==> config.mk <==
export PLATFORM = sky130hd
export DESIGN_NAME = instr_encoder
export DESIGN_NICKNAME = d
export VERILOG_FILES = /design/src/rtl/mips_defs.sv /design/src/rtl/sync_fifo.sv /design/src/rtl/instr_encoder.sv
export SDC_FILE = /design/constraint.sdc
export NUM_CORES = 1
export LEC_CHECK = 0
export BUFFER_PORTS_ARGS = -buffer_cell sky130_fd_sc_hd__buf_2
export CAP_MARGIN = 20
export CELL_PAD_IN_SITES_DETAIL_PLACEMENT = 0
export CELL_PAD_IN_SITES_GLOBAL_PLACEMENT = 1
export CORE_MARGIN = 2
export CORE_UTILIZATION = 46
export CTS_BUF_LIST = sky130_fd_sc_hd__clkbuf_2 sky130_fd_sc_hd__clkbuf_4 sky130_fd_sc_hd__clkbuf_8
export CTS_CLUSTER_SIZE = 8
export DETAILED_ROUTE_END_ITERATION = 8
export GPL_ROUTABILITY_DRIVEN = 0
export PLACE_DENSITY_LB_ADDON = 0.1
export SLEW_MARGIN = 20
export SYNTH_ARGS = -nofsm -noshare
export SYNTH_HDL_FRONTEND = slang
export SYNTH_SLANG_ARGS = --single-unit
==> constraint.sdc <==
create_clock -name clk -period 4.19 [get_ports clk]
set_clock_uncertainty 0.2 [all_clocks]
set_input_delay 0.838 -clock clk [delete_from_list [all_inputs] [get_ports clk]]
set_output_delay 0.838 -clock clk [all_outputs]
set_load 0.1 [all_outputs]
==> src/rtl/mips_defs.sv <==
// MIPS opcode/func field values shared with the main controller, plus the
// mnemonic codes the instruction encoder accepts.
package mips_defs;

    localparam logic [5:0] OpSpecial = 6'h00;
    localparam logic [5:0] OpJ       = 6'h02;
    localparam logic [5:0] OpJal     = 6'h03;
    localparam logic [5:0] OpBeq     = 6'h04;
    localparam logic [5:0] OpOri     = 6'h0D;
    localparam logic [5:0] OpLui     = 6'h0F;
    localparam logic [5:0] OpLw      = 6'h23;
    localparam logic [5:0] OpSw      = 6'h2B;

    localparam logic [5:0] FnJr   = 6'h08;
    localparam logic [5:0] FnAddu = 6'h21;
    localparam logic [5:0] FnSubu = 6'h23;
    localparam logic [5:0] FnOr   = 6'h25;

    typedef enum logic [3:0] {
        MnNop  = 4'd0,
        MnAddu = 4'd1,
        MnSubu = 4'd2,
        MnOr   = 4'd3,
        MnOri  = 4'd4,
        MnLw   = 4'd5,
        MnSw   = 4'd6,
        MnBeq  = 4'd7,
        MnLui  = 4'd8,
        MnJ    = 4'd9,
        MnJal  = 4'd10,
        MnJr   = 4'd11
    } mnem_e;

endpackage

==> src/rtl/sync_fifo.sv <==
// Registered show-ahead FIFO: rdata always shows the head entry.
// Push while full and pop while empty are ignored.
module sync_fifo #(
    parameter int unsigned WIDTH = 32,
    parameter int unsigned DEPTH = 8
) (
    input  logic                       clk,
    input  logic                       reset,
    input  logic                       push,
    input  logic [WIDTH-1:0]           wdata,
    input  logic                       pop,
    output logic [WIDTH-1:0]           rdata,
    output logic                       full,
    output logic                       empty,
    output logic [$clog2(DEPTH):0]     count
);

    localparam int unsigned AW = $clog2(DEPTH);

    logic [WIDTH-1:0] mem [DEPTH];
    logic [AW-1:0]    wr_ptr_q, rd_ptr_q;
    logic [AW:0]      count_q;
    logic             do_push, do_pop;

    assign full    = (count_q == (AW+1)'(DEPTH));
    assign empty   = (count_q == '0);
    assign count   = count_q;
    assign rdata   = mem[rd_ptr_q];
    assign do_push = push && !full;
    assign do_pop  = pop && !empty;

    always_ff @(posedge clk) begin
        if (do_push) begin
            mem[wr_ptr_q] <= wdata;
        end
    end

    always_ff @(posedge clk) begin
        if (reset) begin
            wr_ptr_q <= '0;
            rd_ptr_q <= '0;
            count_q  <= '0;
        end else begin
            if (do_push) begin
                wr_ptr_q <= wr_ptr_q + AW'(1);
            end
            if (do_pop) begin
                rd_ptr_q <= rd_ptr_q + AW'(1);
            end
            case ({do_push, do_pop})
                2'b10:   count_q <= count_q + (AW+1)'(1);
                2'b01:   count_q <= count_q - (AW+1)'(1);
                default: count_q <= count_q;
            endcase
        end
    end

endmodule

==> src/rtl/instr_encoder.sv <==
// Encodes symbolic MIPS instruction requests into machine words and streams them
// through a FIFO into instruction memory at consecutive word addresses.
module instr_encoder
    import mips_defs::*;
#(
    parameter int unsigned       DEPTH     = 8,
    parameter int unsigned       ADDR_W    = 32,
    parameter logic [ADDR_W-1:0] BASE_ADDR = ADDR_W'(32'h3000)
) (
    input  logic              clk,
    input  logic              reset,
    input  logic              in_valid,
    output logic              in_ready,
    input  logic [3:0]        in_mnem,
    input  logic [4:0]        in_rs,
    input  logic [4:0]        in_rt,
    input  logic [4:0]        in_rd,
    input  logic [15:0]       in_imm,
    input  logic [25:0]       in_target,
    input  logic              addr_clr,
    input  logic              im_ready,
    output logic              im_we,
    output logic [ADDR_W-1:0] im_addr,
    output logic [31:0]       im_wdata,
    output logic [15:0]       wr_count,
    output logic              err
);

    logic [31:0]            enc_word;
    logic                   enc_legal;
    logic                   accept, push, pop;
    logic [31:0]            fifo_rdata;
    logic                   fifo_full, fifo_empty;
    logic [$clog2(DEPTH):0] fifo_count;
    logic [ADDR_W-1:0]      addr_q;
    logic [15:0]            wr_count_q;
    logic                   err_q;

    always_comb begin
        enc_word  = '0;
        enc_legal = 1'b1;
        case (in_mnem)
            MnNop:  enc_word = '0;
            MnAddu: enc_word = {OpSpecial, in_rs, in_rt, in_rd, 5'b0, FnAddu};
            MnSubu: enc_word = {OpSpecial, in_rs, in_rt, in_rd, 5'b0, FnSubu};
            MnOr:   enc_word = {OpSpecial, in_rs, in_rt, in_rd, 5'b0, FnOr};
            MnOri:  enc_word = {OpOri, in_rs, in_rt, in_imm};
            MnLw:   enc_word = {OpLw, in_rs, in_rt, in_imm};
            MnSw:   enc_word = {OpSw, in_rs, in_rt, in_imm};
            MnBeq:  enc_word = {OpBeq, in_rs, in_rt, in_imm};
            MnLui:  enc_word = {OpLui, 5'b0, in_rt, in_imm};
            MnJ:    enc_word = {OpJ, in_target};
            MnJal:  enc_word = {OpJal, in_target};
            MnJr:   enc_word = {OpSpecial, in_rs, 15'b0, FnJr};
            default: enc_legal = 1'b0;
        endcase
    end

    // Illegal requests still complete the handshake; they only raise err.
    assign in_ready = !fifo_full;
    assign accept   = in_valid && in_ready;
    assign push     = accept && enc_legal;
    assign pop      = im_we && im_ready;

    sync_fifo #(
        .WIDTH(32),
        .DEPTH(DEPTH)
    ) u_fifo (
        .clk   (clk),
        .reset (reset),
        .push  (push),
        .wdata (enc_word),
        .pop   (pop),
        .rdata (fifo_rdata),
        .full  (fifo_full),
        .empty (fifo_empty),
        .count (fifo_count)
    );

    assign im_we    = (fifo_count != '0);
    assign im_wdata = fifo_empty ? 32'h0 : fifo_rdata;
    assign im_addr  = addr_q;
    assign wr_count = wr_count_q;
    assign err      = err_q;

    always_ff @(posedge clk) begin
        if (reset) begin
            addr_q     <= BASE_ADDR;
            wr_count_q <= '0;
            err_q      <= 1'b0;
        end else begin
            err_q <= accept && !enc_legal;
            // A same-cycle pop still writes at the old address; the clear wins afterwards.
            if (addr_clr) begin
                addr_q <= BASE_ADDR;
            end else if (pop) begin
                addr_q <= addr_q + ADDR_W'(4);
            end
            if (pop && wr_count_q != 16'hFFFF) begin
                wr_count_q <= wr_count_q + 16'd1;
            end
        end
    end

endmodule
======== After elaboration in Yosys (flattened, before gate mapping) ========
Memories as Yosys holds them, arrays and structs flattened. A register that Yosys moved wholly into a read port is not among the register bits.
Index checks and enable logic that the tools add are counted.
word-level totals
  bits of input ports ..................... 66
  output and inout port bits .............. 83
  memories kept ........................... 1
  bits in writable memories ............... 256
  register bits ........................... 59
memory list
  name        words  width  read ports  clocked after memory_dff  wr ports  RTL line         source
  u_fifo.mem  8      32     1           1                         1         sync_fifo.sv:20  logic [WIDTH-1:0] mem [DEPTH];
operators by class
  eq/ne operators ......................... 15
  multiplexer cells ....................... 8
  $add $sub $neg .......................... 6
  reductions and logical operators ........ 16
operators by type and width
  cell                                               number
  one-hot mux 32 bit (11 select lines)               1
  adder 32 x 3 -> 32 bit (second input constant)     1
  2-to-1 mux 32 bit                                  1
  == test 4 bit (second input constant)              5
  adder 16 x 1 -> 16 bit (second input constant)     1
  == test 4 x 3 -> 1 bit (second input constant)     4
  inequality test 16 bit (second input constant)     1
  OR reduction 12 bit                                1
  == test 4 x 2 -> 1 bit (second input constant)     2
  zero test 4 bit                                    2
  one-hot mux 4 bit (2 select lines)                 1
  logical AND 1 bit                                  7
  adder 3 x 1 -> 3 bit (second input constant)       2
  2-to-1 mux 3 bit                                   2
  adder 4 x 1 -> 4 bit (second input constant)       1
  == test 4 x 1 -> 1 bit (second input constant)     1
  nonzero test 4 bit                                 1
  subtractor 4 x 1 -> 4 bit (second input constant)  1
  zero test 1 bit                                    3
  2-to-1 mux 1 bit                                   3
  == test 2 x 1 -> 1 bit (second input constant)     1
  == test 2 bit (second input constant)              1
  nonzero test 2 bit                                 1
  OR reduction 2 bit                                 1

======== Logic depth before layout (Yosys ltp) ========
Gate-level depths: netlist of run 1.
  depth after elaboration ................. 7
  gate-level depth with buffers ........... 12
  gate-level depth less buffers ........... 9

======== Modules after synthesis ========
A second synthesis of run 1 with hierarchy kept.
second synthesis, totals
  cell total of the unflattened synthesis .. 831
  area, all modules ....................... 13566.8 um^2
modules (own cells, without submodules)
  module         cells each  instances  sequential area each (um^2)  area an instance (um^2)
  sync_fifo      444         1          7947.6                       10516.3
  instr_encoder  387         1          940.9                        3050.4

======== Least setup slack after synthesis of run 1 ========
OpenSTA, ideal clock, no wires.
  path type ............................... reg-to-reg
  start point ............................. register u_fifo.count_q[1] (netlist: u_fifo.count[1])
  end point ............................... memory u_fifo.mem[0][0] (enable)
  setup slack ............................. -0.256 ns
  path buffers ............................ 2
  clock period less this slack ............ 4.446 ns
  library setup time ...................... 0.458 ns
  cell stages (with the launch flop) ...... 7
  data arrival time ....................... 3.788 ns
  path through ............................ dfxtp_1 -> buf_2 -> or4b_2 -> buf_2 -> nand3b_1 -> or2_2 -> nor3_1
on the way
  longest elaborated chain between the ends .. 7
RTL lines
  what                                        RTL line             source
  start, declared                             sync_fifo.sv:22      logic [AW:0] count_q;
  start signal, assigned                      sync_fifo.sv:51      2'b10: count_q <= count_q + (AW+1)'(1);
  start signal, assigned                      sync_fifo.sv:52      2'b01: count_q <= count_q - (AW+1)'(1);
  start signal, assigned                      sync_fifo.sv:53      default: count_q <= count_q;
  == test 4 bit (*)                           sync_fifo.sv:25      assign full = (count_q == (AW+1)'(DEPTH));
  zero test 1 bit (*)                         instr_encoder.sv:60  assign in_ready = !fifo_full;
  net in_ready                                instr_encoder.sv:13  output logic in_ready,
  logical AND 1 bit                           instr_encoder.sv:61  assign accept = in_valid && in_ready;
  logical AND 1 bit                           instr_encoder.sv:62  assign push = accept && enc_legal;
  logical AND 1 bit (*)                       sync_fifo.sv:29      assign do_push = push && !full;
  2-to-1 mux 1 bit (*)                        sync_fifo.sv:33      if (do_push) begin
  2-to-1 mux 1 bit (not written as such) (*)  sync_fifo.sv:34      mem[wr_ptr_q] <= wdata;
  end, declared                               sync_fifo.sv:20
Mark *: on every way through the listed nets, which the timed path passes. The rest lies on a longest branch.

==> results of run 1 <==
## registers in the layout (all words and copies together) (netlist names), named ones only
signal,flops
u_fifo.count,4
u_fifo.wr_ptr_q,3
err,1
u_fifo.mem,248
wr_count,16
u_fifo.rd_ptr_q,3
im_addr,30
## metal layers
layer	global-route usage (%)	vias up
li1	-	3665
met5	0	-
met1	29.3	4145
met4	5.05	0
met3	4.19	41
met2	32.7	223
## critical path, stage by stage (launching register included)
cell     delay (ns)
dfxtp_4        0.59
buf_12         0.33
buf_4          0.22
mux4_2         0.49
mux2i_1        0.14
nor2_1         0.05
buf_2          0.29
## cell usage after synthesis (3+ instances only)
library cell  count  area [µm²]
a221o_1           3        30.0
and4_1            6        52.6
or4_1            20         150
nand2_1          35         131
and2_1            6        37.5
buf_1             3        11.3
inv_1            11        41.3
nand3_1          13        65.1
and3_1            7        43.8
a22oi_1          11        82.6
o31ai_1          15         113
nor2b_1           3        18.8
a21oi_1          39         195
mux4_2           62        1400
buf_4             4        30.0
a22o_1            6        52.6
or2_2             3        18.8
nand2b_1          3        18.8
or3_1             8        50.1
nor2_1           78         293
o21ai_0          12        60.1
buf_2            15        75.1
dfxtp_1          60        1200
o41ai_1           5        43.8
nor3_1            6        30.0
xor2_1           12         105
nor4_1            7        43.8
ha_1             11         138
edfxtp_1        248        7450
mux2i_1          37         370
a222oi_1          4        40.0
nand4_1          14        87.6
xnor2_1           5        43.8
clkbuf_1         30         113
## through the flow
stage / worst slack, ns / total power (W) / instances / instance area [µm²] / hold slack [ns]
2_1_floorplan: 0.0791 / 0.00566 / 835 / 12900 / 0.254
3_5_place_dp: 0.813 / 0.00619 / 1332 / 14200 / 0.270
3_3_place_gp: 0.907 / 0.00619 / 1332 / 14200 / 0.263
5_1_grt: 0.263 / 0.00901 / 1424 / 15200 / 0.302
6_report: 0.444 / 0.00865 / 1424 / 15200 / 0.279
4_1_cts: 0.364 / 0.00874 / 1424 / 15200 / 0.278
## worst min-delay path by stage
stage | startpoint | end | slack [ns]
CTS | im_addr[31] | im_addr[31] | 0.28
finish | im_addr[31] | im_addr[31] | 0.28
global route | im_addr[28] | im_addr[28] | 0.30
global placement | im_addr[31] | im_addr[31] | 0.26
floorplan | u_fifo.rd_ptr_q[1] | flip-flop | 0.25
detailed placement | im_addr[31] | im_addr[31] | 0.27
## power by group
part | total (W) | internal (W) | switching, W
clock | 0.00254 | 0.00140 | 0.00113
sequential | 0.00352 | 0.00344 | 0.0000853
combinational | 0.00259 | 0.000610 | 0.00198
## logic make-up after synthesis
| kind of cell | Yosys count | share of synthesized area (%) |
|---|---|---|
| other cells | 1 | 0.0290 |
| simple gates | 223 | 9.19 |
| compound gates | 109 | 5.73 |
| xor+xnor | 17 | 1.15 |
| mux | 101 | 13.8 |
| flops | 308 | 66.9 |
| fa+ha+maj | 11 | 1.06 |
| buf+inv | 63 | 2.09 |
## cell type report
type | count | area [µm²] | area share [%]
clock inverters | 14 | 71.3 | 0.468
well taps | 378 | 473 | 3.11
flip-flops and latches | 308 | 8650 | 56.8
clock buffers | 78 | 923 | 6.06
inverters | 11 | 41.3 | 0.271
multi-input cells | 464 | 4080 | 26.8
repair buffers | 171 | 983 | 6.46
==> metrics.txt, run 1 <==
status finished clean; layout cell share with drive strength beyond 1 32.8%; commonest non-fill, non-tap cell in the layout edfxtp_1; most frequent cells in the layout edfxtp_1 (248), buf_2 (145), nor2_1 (72), mux4_2 (62), dfxtp_1 (57); HP Class flip-flop to flip-flop; dpl hpwl 18600 µm; crit path to im_wdata[17]; flop2flop setup slack 1.16 ns; CTS tree done; Synth Register Bits 308; Slew headroom 47.7%; CP endpoint kind output port; critical path class flip-flop to output port; Fin. Hold Viols 0; routed len/inst 21.1 µm; RR Startpoint u_fifo.count[0]; Seq/Total Area, Yosys 66.9%; TNS Setup 0 ns; CP arrival 2.71 ns; Initial Util 46.7%; hold path depth 2; Die Span Y 172 µm; RSZ-0062 raised after global routing no; Synth cell types 59; met3 WL 1570 µm; max frequency 267 MHz; ys flop type edfxtp_1; Final Cycle Share 89.4%; Post-synth ARST share 0%; first-pass GRT wire length 45400 µm; Layout Area Growth over Synthesis 17.8%; Post-Route WL 30100 µm; Slew @ Worst Pin 0.779 ns; Inserted Diodes 0; Clock Latency Late Sink 0.57 ns; initial antenna violation count 0; WP data required 3.15 ns; antenna viol nets, final 0; clock sink count 308; R2R depth 9; Post-synth EDFFs 248; Leak 5.28 nW; Peak supply drop 0.000382 V; Die ar. 29500 µm²; Filler Cells Inserted 2313; Final Util 55.0%; port bufs 145; clk slew on worst S/H paths 0.06 ns; crit path max fanout 33; DR DRC count 0; CTS Buf Count 51; Avg Inst Size Synth 15.5 µm²; largest net degree at the start of global routing 40; Tmin final 3.75 ns; CTS H-tree lvls 2; drt pass-1 iters 5; root buffer cell clkbuf_8; Detail Route met2 WL 14500 µm; top sig layer met4; vias 8074; vias in the first global route 7775; Longest Clk Path Bufs 3; row count 61; global route overflow 0; Synth Instances 833; met1 WL 13500 µm; Post CTS Setup Buffer Count 0; io pins 149; final net count 1084; core area 27700 µm²; PwrDens 568 nW/µm²; Final Max Tran Viols 0; synth warn 0; die width 172 µm; Worst Setup Start Kind flip-flop; vias per inst 5.67; CTS resizes 0; Final Setup Violations 0; Total GRT Usage 20.6%; Critical R2R Capture u_fifo.count[2]; cts hold-fix bufs 0; number of DRC markers in iteration 0 535; mapped cell area 12900 µm²; max-cap violation count 0
Power figures use the tool's default switching activity.
==> run 2, diff against run 1 <==
--- a/config.mk
+++ b/config.mk
@@ -10,8 +10,8 @@
 export CELL_PAD_IN_SITES_DETAIL_PLACEMENT = 0
 export CELL_PAD_IN_SITES_GLOBAL_PLACEMENT = 1
 export CORE_MARGIN = 2
-export CORE_UTILIZATION = 46
-export CTS_BUF_LIST = sky130_fd_sc_hd__clkbuf_2 sky130_fd_sc_hd__clkbuf_4 sky130_fd_sc_hd__clkbuf_8
+export CORE_UTILIZATION = 30
+export CTS_BUF_LIST = sky130_fd_sc_hd__clkbuf_16
 export CTS_CLUSTER_SIZE = 8
 export DETAILED_ROUTE_END_ITERATION = 8
 export GPL_ROUTABILITY_DRIVEN = 0
==> metrics.txt, run 2 (same netlist as run 1, synthesis figures left out) <==
Placed Cells 1499 (+13%); max-cap violation count 0 (unchanged); commonest non-fill, non-tap cell in the layout edfxtp_1; Final Setup Violations 0 (unchanged); cts hold-fix bufs 0 (unchanged); status finished clean; Peak supply drop 0.000445 V (+16%); clk slew on worst S/H paths 0.05 ns (about the same); HP Class flip-flop to flip-flop; hold_ws 0.269 ns (-0.0101 ns); die width 212 µm (+23%); Final Max Tran Viols 0 (unchanged); Tmin final 3.72 ns (-0.0249 ns); first-pass GRT wire length 50800 µm (+12%); Post CTS Setup Buffer Count 0 (unchanged); largest net degree at the start of global routing 32 (-20%); crit path max-delay cell type dfxtp_4; Leak 5.38 nW (+1.8%); Final Instance Count excl. Fillers 1558 (+9.4%); Inserted Diodes 0 (unchanged); CTS H-tree lvls 2 (unchanged); antenna viol nets, final 0 (unchanged); port bufs 145 (unchanged); drt pass-1 iters 5 (unchanged); total power 0.00933 W (+7.8%); number of DRC markers in iteration 0 446 (-17%); DR DRC count 0 (unchanged); CP arrival 2.68 ns (-0.03 ns); clock sink count 308 (unchanged); critical path class flip-flop to output port; Reg with most FFs u_fifo.mem; vias 7804 (-3.3%); CTS Buf Count 44 (-14%); core area 42800 µm² (+54%); Worst Setup Start Kind flip-flop; Initial Util 30.2% (-16 points); initial antenna violation count 3 (+3); RSZ-0062 raised after global routing no; Slew headroom 44.4% (-3.3 points); Max stage delay on crit path 0.63 ns (+0.04 ns); CP cell instances buf_12, mux4_2, mux2i_1, nor2_1, buf_2; Slew @ Worst Pin 0.829 ns (+0.0491 ns); Die Span Y 212 µm (+23%); Fin. Hold Viols 0 (unchanged); post-placement worst setup slack 0.785 ns (-0.0287 ns); dpl hpwl 20700 µm (+11%); max FFs per register 248 (unchanged); crit path max fanout 20 (-39%); Post-Route WL 33900 µm (+13%); Longest Clk Path Bufs 3 (unchanged); WP data required 3.15 ns (about the same); CP endpoint kind output port; Layout Area Growth over Synthesis 21.1%; max frequency 269 MHz (+0.67%); Final Cycle Share 88.8% (-0.59 points); Clock Latency Late Sink 0.54 ns (-0.03 ns); routed len/inst 21.8 µm (+3.1%); io pins 149 (unchanged); TNS Setup 0 ns (unchanged); row count 76 (+25%); vias in the first global route 8037 (+3.4%); CTS resizes 0 (unchanged); Filler Cells Inserted 4105 (+77%); CTS tree done; most frequent cells in the layout edfxtp_1 (248), buf_2 (145), nor2_1 (72), mux4_2 (62), dfxtp_1 (57); layout cell share with drive strength beyond 1 30.1% (-2.7 points); root buffer cell clkbuf_16; vias per inst 5.01 (-12%); PwrDens 596 nW/µm² (+4.9%); Die ar. 44800 µm² (+52%); final net count 1076 (-0.74%); global route overflow 0 (unchanged); Total GRT Usage 15.3% (-5.3 points); final worst slack 0.469 ns (+0.0249 ns)
==> run 2: cell types whose count changed in the layout (fill, tap and decap cells not counted), sizes merged <==
cell      previous run  this run
inv                 12        22
clkinv              12         3
clkbuf              78        45
buf                171       170
clkinvlp             1         0
==> run 2: worst paths after layout <==
kind	startpoint	end	slack, ns	cells after the start
max	flip-flop	im_wdata[31]	0.47	5
min	im_addr[31]	im_addr[31]	0.27	2
max reg2reg	u_fifo.count[0]	u_fifo.count[2]	1.20	9
min reg2reg	im_addr[31]	im_addr[31]	0.27	2
==> run 2: layer usage <==
| layer | wire length, µm | vias to the layer above | global-route usage, % |
|---|---|---|---|
| met4 | 774 | 2 | 4.71 |
| met5 | 13 | - | 0 |
| met2 | 16300 | 156 | 24.8 |
| met3 | 1260 | 58 | 2.77 |
| met1 | 15600 | 3960 | 21.0 |
| li1 | - | 3628 | - |
==> run 2: final cells by class <==
type                       count  area [µm²]  share of cell area (%)
tap                          546         683                    4.36
inverter                      11        41.3                   0.264
timing repair buffer         170         976                    6.23
multi-input combinational    464        4080                    26.1
sequential                   308        8650                    55.3
clock inverter                14        92.6                   0.591
clock buffer                  45        1130                    7.19
==> run 2: through the flow <==
stage,util (%),instance area [µm²]
3_3_place_gp,33.7,14400
6_report,36.6,15700
2_1_floorplan,-,12900
3_5_place_dp,33.7,14400
5_1_grt,36.6,15700
4_1_cts,36.6,15700
==> run 2: power by group <==
group          leakage, nW  switching (W)  internal, W  total [W]
clock network        0.635        0.00126      0.00190    0.00316
registers             2.79       0.000102      0.00344    0.00355
logic                 1.96        0.00200     0.000619    0.00262
total                 5.38        0.00336      0.00596    0.00933
==> run 2: critical path: cells and delay by family, from the launching register on <==
family	cells	cell delay, ns
buffers and inverters	2	0.58
and+or+nand+nor	1	0.08
muxes	2	0.86
DFF	1	0.63
==> run 3, diff against run 2 <==
--- a/config.mk
+++ b/config.mk
@@ -5,6 +5,7 @@
 export SDC_FILE = /design/constraint.sdc
 export NUM_CORES = 1
 export LEC_CHECK = 0
+export ABC_AREA = 1
 export BUFFER_PORTS_ARGS = -buffer_cell sky130_fd_sc_hd__buf_2
 export CAP_MARGIN = 20
 export CELL_PAD_IN_SITES_DETAIL_PLACEMENT = 0
==> metrics.txt, run 3 <==
drt pass-1 iters 5 (unchanged); max frequency 267 MHz (-0.68%); antenna viol nets, final 0 (unchanged); Final Cycle Share 89.4% (+0.60 points); Slew @ Worst Pin 0.823 ns (-0.00574 ns); Initial Util 30.2% (about the same); Post-Route WL 38600 µm (+14%); Int Power 0.00681 W (+14%); Reg with most FFs u_fifo.mem; Layout Area Growth over Synthesis 23.6%; ys flop type edfxtp_1; Longest Clk Path Bufs 3 (unchanged); final net count 1583 (+47%); CTS Buf Count 44 (unchanged); HP Class flip-flop to flip-flop; layout cell share with drive strength beyond 1 17.5% (-13 points); cts hold-fix bufs 0 (unchanged); vias 9951 (+28%); number of DRC markers in iteration 0 514 (+15%); ranking of synthesized cells by area edfxtp_1 (55%), dfxtp_1 (8.8%), nor2_1 (7.8%); Sw Share 41.0% (+4.9 points); clk slew on worst S/H paths 0.05 ns (about the same); Slew headroom 44.9% (+0.46 points); sequential share of power 31.8% (-6.2 points); Die ar. 47100 µm² (+5.3%); Synth top area share 54.7% (-3.0 points); Synth Instances 1345 (+61%); Post-synth ARST share 0% (unchanged); initial antenna violation count 6 (+3); total power 0.0115 W (+24%); status finished clean; Clock power frac 27.7% (-6.2 points); Total GRT Usage 16.4% (+1.1 points); net switching power 0.00473 W (+41%); most frequent cells in the layout nor2_1 (276), edfxtp_1 (248), nand2_1 (201), o21ai_0 (160), buf_2 (115); synth cell count leaders nor2_1 (284), edfxtp_1 (248), nand2_1 (201); row count 78 (+2.6%); first-pass GRT wire length 59100 µm (+16%); io pins 149 (unchanged); met3 WL 2080 µm (+65%); root buffer cell clkbuf_16; die width 217 µm (+2.6%); CTS tree done; Post CTS Setup Buffer Count 0 (unchanged); xor/xnor share of the synthesized area 0.836% (-0.32 points); vias in the first global route 9929 (+24%); Final Setup Violations 0 (unchanged); clock sink count 308 (unchanged); Final Instance Count excl. Fillers 2123 (+36%); RSZ-0062 raised after global routing no; commonest non-fill, non-tap cell in the layout nor2_1; Placed Cells 2060 (+37%); top sig layer met5; largest family of logic cells by synthesized area simple AND/OR/NAND/NOR gates; port bufs 145 (unchanged); CP arrival 2.71 ns (+0.03 ns); WP data required 3.15 ns (about the same); vias per inst 4.69 (-6.4%); Leak 6.21 nW (+16%); critical path class flip-flop to output port; largest net degree at the start of global routing 68 (+110%); dpl hpwl 24100 µm (+17%); max-cap violation count 0 (unchanged); Synth cell types 34 (-42%); synth warn 0 (unchanged); Gate power share 40.6% (+13 points); PwrDens 685 nW/µm² (+15%); CP endpoint kind output port; Clock Latency Late Sink 0.55 ns (about the same); DR DRC count 0 (unchanged); cell taking the most area after synthesis edfxtp_1; Filler Cells Inserted 4505 (+9.7%); global route overflow 0 (unchanged); Seq/Total Area, Yosys 63.5% (-3.4 points); met1 WL 17800 µm (+15%); Synth Area in Simple Gates 17.7% (+8.5 points); Final Max Tran Viols 0 (unchanged); multiplexer area fraction after synthesis 2.28% (-12 points); Die Span Y 217 µm (+2.6%); Fin. Hold Viols 0 (unchanged); Synth Register Bits 308 (unchanged); Detail Route met2 WL 18000 µm (+10%); mapped cell area 13600 µm² (+5.4%); Peak supply drop 0.000533 V (+20%); top-count cell post-synth nor2_1; Avg Inst Size Synth 10.1 µm² (-35%); Worst Setup Start Kind flip-flop; synthesized-area fraction occupied by adder cells 1.01% (-0.055 points); core area 45100 µm² (+5.4%); Post-synth EDFFs 248 (unchanged); Tmin final 3.75 ns (+0.0253 ns); TNS Setup 0 ns (unchanged); routed len/inst 18.2 µm (-16%); crit path max fanout 67 (+240%); Synth Area in Compound Gates 9.79% (+4.1 points); CTS H-tree lvls 2 (unchanged); CTS resizes 0 (unchanged); max FFs per register 248 (unchanged)
==> run 3: layout make-up <==
cell class	count	area [µm²]	share of cell area [%]
Inverter	82	309	1.83
Sequential cell	308	8660	51.4
Clock inverter	16	72.6	0.431
Clock buffer	46	1150	6.83
Multi-Input combinational cell	892	4380	26.0
Antenna cell	1	2.50	0.0149
Timing Repair Buffer	178	1520	9.05
Tap cell	600	751	4.46
==> run 3: metrics by stage <==
| step | utilization, % | area, µm² | hold WS (ns) | setup WS, ns |
|---|---|---|---|---|
| 6_report | 37.4 | 16800 | 0.238 | 0.443 |
| 5_1_grt | 37.4 | 16800 | 0.279 | 0.204 |
| 4_1_cts | 37.4 | 16800 | 0.241 | 0.351 |
| 3_5_place_dp | 34.6 | 15600 | 0.225 | 0.832 |
| 3_3_place_gp | 34.6 | 15600 | 0.223 | 0.861 |
| 2_1_floorplan | - | 13600 | 0.212 | 0.102 |
==> run 3: worst paths after layout <==
check | start | endpoint | slack [ns] | depth (start not counted)
worst max-delay path | flip-flop | im_wdata[1] | 0.44 | 6
worst min-delay path | u_fifo.rd_ptr_q[2] | flip-flop | 0.24 | 1
worst max register to register | u_fifo.count[3] | u_fifo.count[2] | 1.25 | 13
worst min register to register | u_fifo.rd_ptr_q[2] | flip-flop | 0.24 | 1
==> run 3: cell families after synthesis <==
family,after synthesis
AO/OA/AOI/OAI,257
buffers and inverters,147
adder cells (fa/ha/maj),11
flip-flops,308
AND/OR/NAND/NOR,577
other,1
XOR/XNOR,13
multiplexers,31
==> run 3: power by group through the flow <==
| stage | Clock (W) | Sequential [W] | Combinational (W) |
|---|---|---|---|
| after global routing | 0.00342 | 0.00369 | 0.00499 |
| final | 0.00319 | 0.00367 | 0.00468 |
| after global placement | 0 | 0.00373 | 0.00475 |
| after detailed placement | 0 | 0.00373 | 0.00475 |
| after floorplan | 0 | 0.00367 | 0.00313 |
| after CTS | 0.00331 | 0.00367 | 0.00476 |
==> run 3: worst max-delay path, stage by stage, from the launching register on <==
cell     delay (ns)
dfxtp_4        0.86
buf_4          0.32
o21ai_0        0.09
o21ai_0        0.14
o21ai_0        0.08
nor2_1         0.18
buf_2          0.45
==> run 3: metal layers <==
layer | GRT usage [%] | up-vias
li1 | - | 4928
met1 | 21.8 | 4738
met2 | 26.8 | 205
met3 | 4.19 | 70
met4 | 3.88 | 10
met5 | 0 | -
